$ cat config.mk
export PLATFORM = sky130hd
export DESIGN_NAME = output_write_arbiter
export DESIGN_NICKNAME = d
export VERILOG_FILES = /design/src/rtl/output_arb_pkg.sv /design/src/rtl/rr_priority_picker.sv /design/src/rtl/output_write_arbiter.sv
export SDC_FILE = /design/constraint.sdc
export NUM_CORES = 1
export LEC_CHECK = 0
export CORE_AREA = 2 2 267 269
export DETAILED_ROUTE_END_ITERATION = 16
export DIE_AREA = 0 0 269 271
export MAX_ROUTING_LAYER = met4
export PLACE_DENSITY = 0.34
export SYNTH_ARGS = -nofsm -noshare
export SYNTH_HDL_FRONTEND = slang
export SYNTH_HIERARCHICAL = 1
export SYNTH_SLANG_ARGS = --single-unit
$ cat constraint.sdc
create_clock -name clk -period 2.3 [get_ports clk]
set_input_delay 0.345 -clock clk [delete_from_list [all_inputs] [get_ports clk]]
set_output_delay 0.345 -clock clk [all_outputs]
set_load 0.02 [all_outputs]
$ cat src/rtl/output_arb_pkg.sv
// Shared types and helpers for the output memory write arbiter.
// Row bursts are BEATS = N/P memory beats long.
package output_arb_pkg;

   typedef enum logic [0:0] {
      ARB_IDLE  = 1'b0,
      ARB_BURST = 1'b1
   } arb_state_t;

   function automatic int beats_per_row(input int n, input int p);
      return n / p;
   endfunction

   // Candidate index k positions after the last grant, wrapping at n.
   function automatic int rr_index(input int last, input int k, input int n);
      return (last + k) % n;
   endfunction

endpackage

$ cat src/rtl/rr_priority_picker.sv
// Combinational round-robin picker.
// Returns the first valid requester after last_grant, with wrap-around.
module rr_priority_picker
   import output_arb_pkg::*;
#(
   parameter int NUM_WRITERS = 4,
   localparam int GW = ($clog2(NUM_WRITERS) > 1) ? $clog2(NUM_WRITERS) : 1
) (
   input  logic [NUM_WRITERS-1:0] req_valid,
   input  logic [GW-1:0]          last_grant,
   output logic                   any,
   output logic [GW-1:0]          winner
);

   logic [GW-1:0] winner_s;

   // Scan from the farthest candidate down to the nearest so the nearest valid one wins.
   always_comb begin
      winner_s = {GW{1'b0}};
      for (int k = NUM_WRITERS; k >= 1; k--) begin
         winner_s = req_valid[GW'(rr_index(int'(last_grant), k, NUM_WRITERS))]
                    ? GW'(rr_index(int'(last_grant), k, NUM_WRITERS))
                    : winner_s;
      end
   end

   assign any    = |req_valid;
   assign winner = winner_s;

endmodule

$ cat src/rtl/output_write_arbiter.sv
// Shares one output-memory write port among several row writers.
// Ownership is granted round-robin and held for a whole row burst.
module output_write_arbiter
   import output_arb_pkg::*;
#(
   parameter int NUM_WRITERS                    = 4,
   parameter int OUTPUT_DATA_WIDTH              = 18,
   parameter int B_N                            = 2,
   parameter int B_PARALLEL_DATA_STREAMING_SIZE = 2,
   parameter int B_MEMORY_ADDRESS_BITS          = 6,
   localparam int N     = 1 << B_N,
   localparam int P     = 1 << B_PARALLEL_DATA_STREAMING_SIZE,
   localparam int MAB   = 1 << B_MEMORY_ADDRESS_BITS,
   localparam int ODW   = OUTPUT_DATA_WIDTH,
   localparam int GW    = ($clog2(NUM_WRITERS) > 1) ? $clog2(NUM_WRITERS) : 1
) (
   input  logic                                  clk,
   input  logic                                  reset,
   input  logic [NUM_WRITERS-1:0]                req_valid,
   output logic [NUM_WRITERS-1:0]                req_ready,
   input  logic [NUM_WRITERS-1:0][MAB-1:0]       req_address,
   input  logic [NUM_WRITERS-1:0][P-1:0][ODW-1:0] req_data,
   output logic                                  mem_write_valid,
   input  logic                                  mem_write_ready,
   output logic [MAB-1:0]                        mem_write_address,
   output logic [P-1:0][ODW-1:0]                 mem_write_data,
   output logic [GW-1:0]                         grant_id,
   output logic                                  grant_active
);

   localparam int BEATS = beats_per_row(N, P);
   localparam int CW    = $clog2(BEATS) + 1;

   if ((N % P) != 0) begin : g_bad_streaming_size
      $error("output_write_arbiter: P must divide N");
   end
   if (NUM_WRITERS < 2) begin : g_bad_num_writers
      $error("output_write_arbiter: NUM_WRITERS must be at least 2");
   end

   arb_state_t    state_r;
   logic [CW-1:0] beat_cnt_r;
   logic [GW-1:0] last_grant_r;
   logic [GW-1:0] grant_id_r;
   logic          pick_any_s;
   logic [GW-1:0] pick_winner_s;
   logic          beat_accept_s;

   rr_priority_picker #(
      .NUM_WRITERS (NUM_WRITERS)
   ) u_picker (
      .req_valid  (req_valid),
      .last_grant (last_grant_r),
      .any        (pick_any_s),
      .winner     (pick_winner_s)
   );

   assign beat_accept_s = mem_write_valid & mem_write_ready;

   // Arbitration state, beat counter and grant registers.
   always_ff @(posedge clk) begin
      if (reset) begin
         state_r      <= ARB_IDLE;
         beat_cnt_r   <= {CW{1'b0}};
         last_grant_r <= GW'(NUM_WRITERS - 1);
         grant_id_r   <= {GW{1'b0}};
      end else begin
         case (state_r)
            ARB_IDLE: begin
               if (pick_any_s) begin
                  grant_id_r <= pick_winner_s;
                  state_r    <= ARB_BURST;
               end else begin
                  state_r    <= ARB_IDLE;
               end
            end
            ARB_BURST: begin
               if (beat_accept_s) begin
                  if (beat_cnt_r == CW'(BEATS - 1)) begin
                     beat_cnt_r   <= {CW{1'b0}};
                     last_grant_r <= grant_id_r;
                     state_r      <= ARB_IDLE;
                  end else begin
                     beat_cnt_r   <= beat_cnt_r + CW'(1);
                  end
               end else begin
                  beat_cnt_r <= beat_cnt_r;
               end
            end
            default: begin
               state_r    <= ARB_IDLE;
               beat_cnt_r <= {CW{1'b0}};
            end
         endcase
      end
   end

   // Zero-latency pass-through of the owner's beat; everything is zero outside a burst.
   always_comb begin
      req_ready         = {NUM_WRITERS{1'b0}};
      mem_write_valid   = 1'b0;
      mem_write_address = {MAB{1'b0}};
      mem_write_data    = {(P * ODW){1'b0}};
      if (state_r == ARB_BURST) begin
         mem_write_valid       = req_valid[grant_id_r];
         mem_write_address     = req_address[grant_id_r];
         mem_write_data        = req_data[grant_id_r];
         req_ready[grant_id_r] = mem_write_ready;
      end else begin
         req_ready         = {NUM_WRITERS{1'b0}};
         mem_write_valid   = 1'b0;
      end
   end

   assign grant_id     = grant_id_r;
   assign grant_active = (state_r == ARB_BURST);

endmodule

==> results.cfg, run 1 <==
[status]
status = finished, final reports clean

[drt]
detail_route.wl_per_cell_um = 23.41
vias = 6714
drt_first_pass_iters = 4
drtIter0Drc = 185
route.detailed.drc = 0
antenna_left = 0
avgViaCountPerCell = 3.270
finalWirelength_um = 48060

[floorplanning]
die_area_um2 = 72900
fp.coreArea_um2 = 69790
die_y_um = 271
row_count = 97
die_w_um = 269
start_util_pct = 6.483
ioPinCount = 695

[timing]
drv_slew = 0
worst_slew_pin_slew_ns = 0.3711
period_share_pct = 99.59
maxClockFrequency_mhz = 436.6
finalHoldViolations = 0
maxSlewHeadroom_pct = 75.26
fin_ws_ns = 0.009512
setup_viol = 0
skew_ns = 0.001335
period_minus_slack_ns = 2.290
rsz0062_at_grt = yes

[worst_hold_path]
hp-class = reg2reg

[synth]
netlist.area_leader.share_pct = 67.70
synth_cell_types = 24
synth-seq-cells = 5
yosysTopAreaCell = mux4_2
synth_area_leaders = mux4_2 68%, and2_1 19%, buf_6 2.2%, dfxtp_1 2.2%, buf_2 1.9%
mappedNetlistArea_um2 = 4524
ys_warn_count = 6
syn_nets = 915
postSynthAreaPerCell_um2 = 12.43
synth_seq_area_share_pct = 2.212
syn_inst = 364

[place]
post-place-ws_ns = -0.1815
dp.cells = 2006
hpwl_um = 42070
port_buffers = 694
detailed_place.area_um2 = 12970
globalplace.congestion = 0.8800

[cts]
clockBufferDepth = 2
root_buffer = clkbuf_16
cts_sinks = 5
cts_tree = yes
clk_latency_ns = 0.22
cts_made_buffers = 3
path_clk_slew_ns = 0.03
cts.htree.levels = 1

[global_route]
grtUsageTotal_pct = 12.42
grt_pass1_wl_um = 61110
antenna_found_initial = 21
grt_max_degree = 76
grt_pass1_vias = 7416
gr-total-overflow = 0

[setup_path]
crit_type = reg2out
cp-start-kind = flop
cp-end-kind = output port
worstPathRequired_ns = 1.96
crit_path_max_fanout = 6
worstPathArrival_ns = 1.95

[finish]
drive_above_1_share_pct = 33.61
layout.cells.non_filler = 2053
most-common-layout-cells = 554 x clkdlybuf4s50_1, 136 x mux4_2, 120 x and2_1
syn_to_final_growth_pct = 189.4
final_area_um2 = 13100
layout_commonest_cell = clkdlybuf4s50_1
fill_cells = 7711
fin_util_pct = 18.76
nets = 1647

[job]
drv_cap = 0

[pwr]
ir_worst_vdd_uv = 177.2
p_leak_nw = 4.756
power.density_nw_per_um2 = 264.9
[flip-flops by register name, indices dropped and copies added (netlist names)]
| name | count |
|---|---|
| grant_id | 2 |
| grant_active | 1 |
| last_grant_r | 2 |
[what timing repair did]
| action | CTS | global route |
|---|---|---|
| endpoints found under the hold margin | 0 | 0 |
| pin swaps | 0 | 0 |
| cloned | 4 | 4 |
| buffers inserted | 11 | 6 |
| resized for setup | 420 | 145 |
| hold buffers | 0 | 0 |
| setup endpoints to repair | 138 | 97 |
[final timing paths]
check | slack [ns] | startpoint | cells after the start | endpoint
worst max-delay path | 0.01 | grant_id[0] | 7 | mem_write_data[24]
worst min-delay path | 0.57 | last_grant_r[0] | 2 | last_grant_r[0]
worst min register to register | 0.57 | last_grant_r[0] | 2 | last_grant_r[0]
worst max register to register | 0.57 | grant_id[0] | 8 | last_grant_r[0]
[routing by layer]
metal / part of all wire (%) / GRT usage [%]
met1: 38 / 13.97
met2: 51 / 21.79
met3: 11 / 4.405
met4: 0.18 / 1.009
met5: 0 / -
[cell type report]
class                   instances  area, um2  share of cell area (%)
repair buffers                774       7481                   57.13
multi-input cells             310       4195                   32.04
well taps                     940       1176                   8.981
flip-flops and latches          5      111.4                  0.8504
clock buffers                   4      78.83                  0.6019
diodes                         18      45.04                  0.3440
inverters                       2      7.507                 0.05733
[report_power, final]
group / switching, W / internal [W]
sequential: 0.0000172 / 0.0000943
combinational: 0.00118 / 0.00190
clock: 0.0000549 / 0.000230
[through the flow]
step | hold slack (ns) | setup TNS, ns | total power [W]
global placement | 0.5515 | -5.039 | 0.003226
global route | 0.5907 | -0.6292 | 0.003680
detailed placement | 0.5662 | -4.988 | 0.003224
floorplan | 0.4174 | 0 | 0.001350
CTS | 0.5775 | -0.3758 | 0.003464
finish | 0.5742 | 0 | 0.003470
[Yosys cell counts]
cell,count
a21o_1,1
a21oi_1,3
a31oi_1,1
and2_1,136
and3_1,1
buf_2,17
buf_4,1
buf_6,9
clkbuf_1,20
dfxtp_1,5
inv_1,2
mux2i_1,6
mux4_2,136
nand2_1,2
nand2b_1,4
nand3_1,1
nand3b_1,1
nor2_1,11
nor2b_1,2
nor3_1,1
o21bai_1,1
o221ai_2,1
o22ai_1,1
or2_2,1
[critical path, cell delays in order, from the launching register on]
cell       delay, ns
dfxtp_4         0.38
buf_12          0.11
clkbuf_16       0.15
buf_6           0.11
buf_6           0.12
mux4_2          0.51
and2_1          0.17
buf_2           0.15
[kinds of logic (layout without fill, tap and decap cells)]
family | count (synthesis) | count (layout) | share of synthesized area [%]
AO/OA/AOI/OAI | 8 | 8 | 1.272
buffers and inverters | 49 | 780 | 6.112
flip-flops | 5 | 5 | 2.212
multiplexers | 142 | 142 | 69.03
other | 0 | 18 | 0
AND/OR/NAND/NOR | 160 | 160 | 21.38
Power figures use the tool's default switching activity.
==> inputs of run 2 (changes only) <==
- ABC_CLOCK_PERIOD_IN_PS: unset -> 2300
- SKIP_CTS_REPAIR_TIMING: unset -> 1
==> results.cfg, run 2 (synthesis results as in run 1) <==
[timing]
maxClockFrequency_mhz = 442.9
period_minus_slack_ns = 2.258
finalHoldViolations = 0
fin_hold_ws_ns = 0.5738
period_share_pct = 98.17
worst_slew_pin_slew_ns = 0.3658
setup_viol = 0
fin_ws_ns = 0.04210
skew_ns = 0.001335
rsz0062_at_grt = yes
drv_slew = 0
maxSlewHeadroom_pct = 75.61

[floorplanning]
fp.coreArea_um2 = 69790
die_w_um = 269
die_y_um = 271
start_util_pct = 6.483
ioPinCount = 695
die_area_um2 = 72900
row_count = 97

[pwr]
p_sw_share_pct = 34.82
pwr-share-seq_pct = 3.2
p_comb_share_pct = 88.6
clockPowerShare_pct = 8.2
ir_worst_vdd_uv = 177.0
p_sw_w = 0.001204
p_int_w = 0.002254
power.density_nw_per_um2 = 255.8
p_leak_nw = 6.191

[drt]
drtIter0Drc = 147
wl_met3_um = 5414
finalWirelength_um = 47080
antenna_left = 0
drt_first_pass_iters = 4
highest_layer = met4
route.detailed.drc = 0
wl_met1_um = 17740
detail_route.wl_per_cell_um = 23.09
wl_met2_um = 23830
vias = 6651
avgViaCountPerCell = 3.262

[setup_path]
worst-path-stages = 6
cp-end-kind = output port
path_buf_inv = 4
cp_top_family = buffers and inverters
crit_path_max_fanout = 13
crit_path_top_delay_cell = mux4_2
worstPathRequired_ns = 1.96
crit_path_cell_trace = buf_12 -> buf_16 -> buf_4 -> mux4_2 -> and2_1 -> clkbuf_2
worstPathArrival_ns = 1.91
r2r_cells = 7
cp_slowest_stage_delay_ns = 0.50
r2r_setup_slack_ns = 0.71
cp-start-kind = flop
crit_type = reg2out

[cts]
clockBufferDepth = 2
cts_tree = yes
root_buffer = clkbuf_16
clk_latency_ns = 0.22
path_clk_slew_ns = 0.03
cts_made_buffers = 3
cts.htree.levels = 1
cts_sinks = 5

[finish]
fill_cells = 7627
layout_commonest_cell = clkdlybuf4s50_1
layout.cells.non_filler = 2039
final_area_um2 = 13520
register_area_um2 = 111.4
nets = 1633
multi_input_area_um2 = 4158
most-common-layout-cells = 554 x clkdlybuf4s50_1, 136 x mux4_2, 132 x and2_1
syn_to_final_growth_pct = 198.8
fin_util_pct = 19.37
drive_above_1_share_pct = 21.37

[global_route]
antenna_found_initial = 23
grt_max_degree = 76
grt_pass1_wl_um = 60250
grtUsageTotal_pct = 12.22
gr-total-overflow = 0
grt_pass1_vias = 7321

[place]
dp.cells = 2006
globalplace.congestion = 0.8800
port_buffers = 694
post-place-ws_ns = -0.1815
hpwl_um = 42070
detailed_place.area_um2 = 12970

[worst_hold_path]
hp-class = reg2reg
hold_path_depth = 2

[status]
status = finished, final reports clean

[job]
drv_cap = 0
-- run 2: worst min-delay path: stages, from the launching register on --
cell and delay [ns]:
dfxtp_1 0.34, nor2_1 0.12, mux2i_1 0.07
-- run 2: worst paths after layout --
kind / from / endpoint
max: grant_id[0] / mem_write_data[36]
min: last_grant_r[0] / last_grant_r[0]
max reg2reg: grant_id[0] / last_grant_r[0]
min reg2reg: last_grant_r[0] / last_grant_r[0]
-- run 2: layout make-up --
cell class | instances | area share, %
inverters | 2 | 0.05553
multi-input cells | 310 | 30.75
diodes | 18 | 0.3332
flip-flops and latches | 5 | 0.8237
repair buffers | 760 | 58.75
well taps | 940 | 8.700
clock buffers | 4 | 0.5831
-- run 2: power by group through the flow --
stage | Combinational, W | Sequential [W] | Clock, W
floorplan | 0.00124 | 0.000107 | 0
global placement | 0.00312 | 0.000108 | 0
global route | 0.00326 | 0.000111 | 0.000297
CTS | 0.00313 | 0.000107 | 0.000291
detailed placement | 0.00312 | 0.000108 | 0
finish | 0.00306 | 0.000109 | 0.000284
-- run 2: layer usage --
metal,vias up,GRT usage (%)
met2,408,21.46
li1,2948,-
met4,0,1.009
met5,-,-
met3,8,4.533
met1,3287,13.61
-- run 2: metrics by stage --
| step | power, W | setup TNS (ns) |
|---|---|---|
| after floorplan | 0.001350 | 0 |
| after global placement | 0.003226 | -5.039 |
| after detailed placement | 0.003224 | -4.988 |
| after CTS | 0.003529 | -35.05 |
| after global routing | 0.003669 | -0.1015 |
| final | 0.003458 | 0 |
==> patch: new RTL, flow settings as in run 2 <==
Make the reset (`reset`) asynchronous in one clocked block.
--- a/src/rtl/output_write_arbiter.sv
+++ b/src/rtl/output_write_arbiter.sv
@@ -58,7 +58,7 @@
    assign beat_accept_s = mem_write_valid & mem_write_ready;
 
    // Arbitration state, beat counter and grant registers.
-   always_ff @(posedge clk) begin
+   always_ff @(posedge clk or posedge reset) begin
       if (reset) begin
          state_r      <= ARB_IDLE;
          beat_cnt_r   <= {CW{1'b0}};
Behaviour: not the same (a bounded check fails within 4 cycles, from zero or initial values and one cycle with reset high; the reset may be asserted at any time).
==> patch against run 2 <==
The run now ends with setup timing left. Sequential share of layout area increased by 0.20 points. First-iteration DRC count grew 24%. Wire length down 14%. Setup slack worse by 0.18 ns. Die area is the same. Hold slack got worse by 0.18 ns. Area after synthesis rose by 0.69%. Sequential cell count unchanged. Register-to-register slack lost 0.23 ns. Final area rose by 0.80%.
Power is left out: it rests on default switching activity, and per cell area and clock period it moved more than threefold.
==> patch: results (changes against run 2) <==
Setup path
  • Slowest CP cell: dfrtp_4
  • R2R depth: 6 (-1)

Placed design
  • Place WS: -0.215 ns (-0.0337 ns)
  • GPL Wtd Cong: 0.828 (-5.9%)

GRT
  • Pin count of the biggest net entering global routing: 62 (-18%)
  • Antenna violations before repair: 13 (-43%)
  • Global routing met3 resource utilization: 1.90% (-2.6 points)
  • Total GRT Usage: 10.6% (-1.7 points)

Layout
  • Antenna cells: 7 (-11)
  • Non-clk buf share: 58.1% (-0.62 points)
  • Clk cell area share: 0.578% (-0.0046 points)
  • Multi-input gates: 305 (-1.6%)
  • FILL cells: 7652 (+0.33%)
  • Final instance count without filler cells: 2033 (-0.29%)
  • Core Util, Final: 19.5% (+0.15 points)

Run status
  • Failing checks: setup timing
  • Status: finished with violations

STA
  • Final setup margin: -0.139 ns (-0.181 ns)
  • Setup-failing EPs final: 44 (+44)
  • Worst Max-Slew Pin Slew: 0.349 ns (-0.0164 ns)

Logic synthesis
  • Synth async-reset ratio: 100% (+100 points)
  • Sequential fraction of the synthesis area: 2.80% (+0.59 points)
  • Synth cell types: 27 (+13%)
  • Top FF cell, synth: dfrtp_1

Route
  • WL per Instance: 20.0 um (-13%)
  • Met2 wire len: 21900 um (-8.2%)
  • WL met3: 3110 um (-43%)

Min path
  • Worst min-delay path class: in2async
## patch: worst register-to-register path, stage by stage (launching register included)
cell,delay (ns)
dfrtp_4,0.51
buf_12,0.17
buf_4,0.16
mux2_4,0.30
buf_4,0.14
o2bb2ai_1,0.15
mux2_1,0.32
## patch: kinds of logic after synthesis
logic type | Yosys count | synth area share (%)
AND/OR/NAND/NOR | 155 | 20.8
multiplexers | 141 | 68.5
buffers and inverters | 50 | 6.32
AO/OA/AOI/OAI | 9 | 1.59
flip-flops | 5 | 2.80
## patch: path summary, 6_finish.rpt
| check | to | slack [ns] |
|---|---|---|
| setup reg to reg | last_grant_r[0] | 0.48 |
| max in group asynchronous | last_grant_r[1] | 1.65 |
| setup / recovery | mem_write_data[37] | -0.14 |
| min in group clk | last_grant_r[1] | 0.53 |
| hold reg to reg | last_grant_r[1] | 0.53 |
| hold / removal | grant_id[0] | 0.40 |
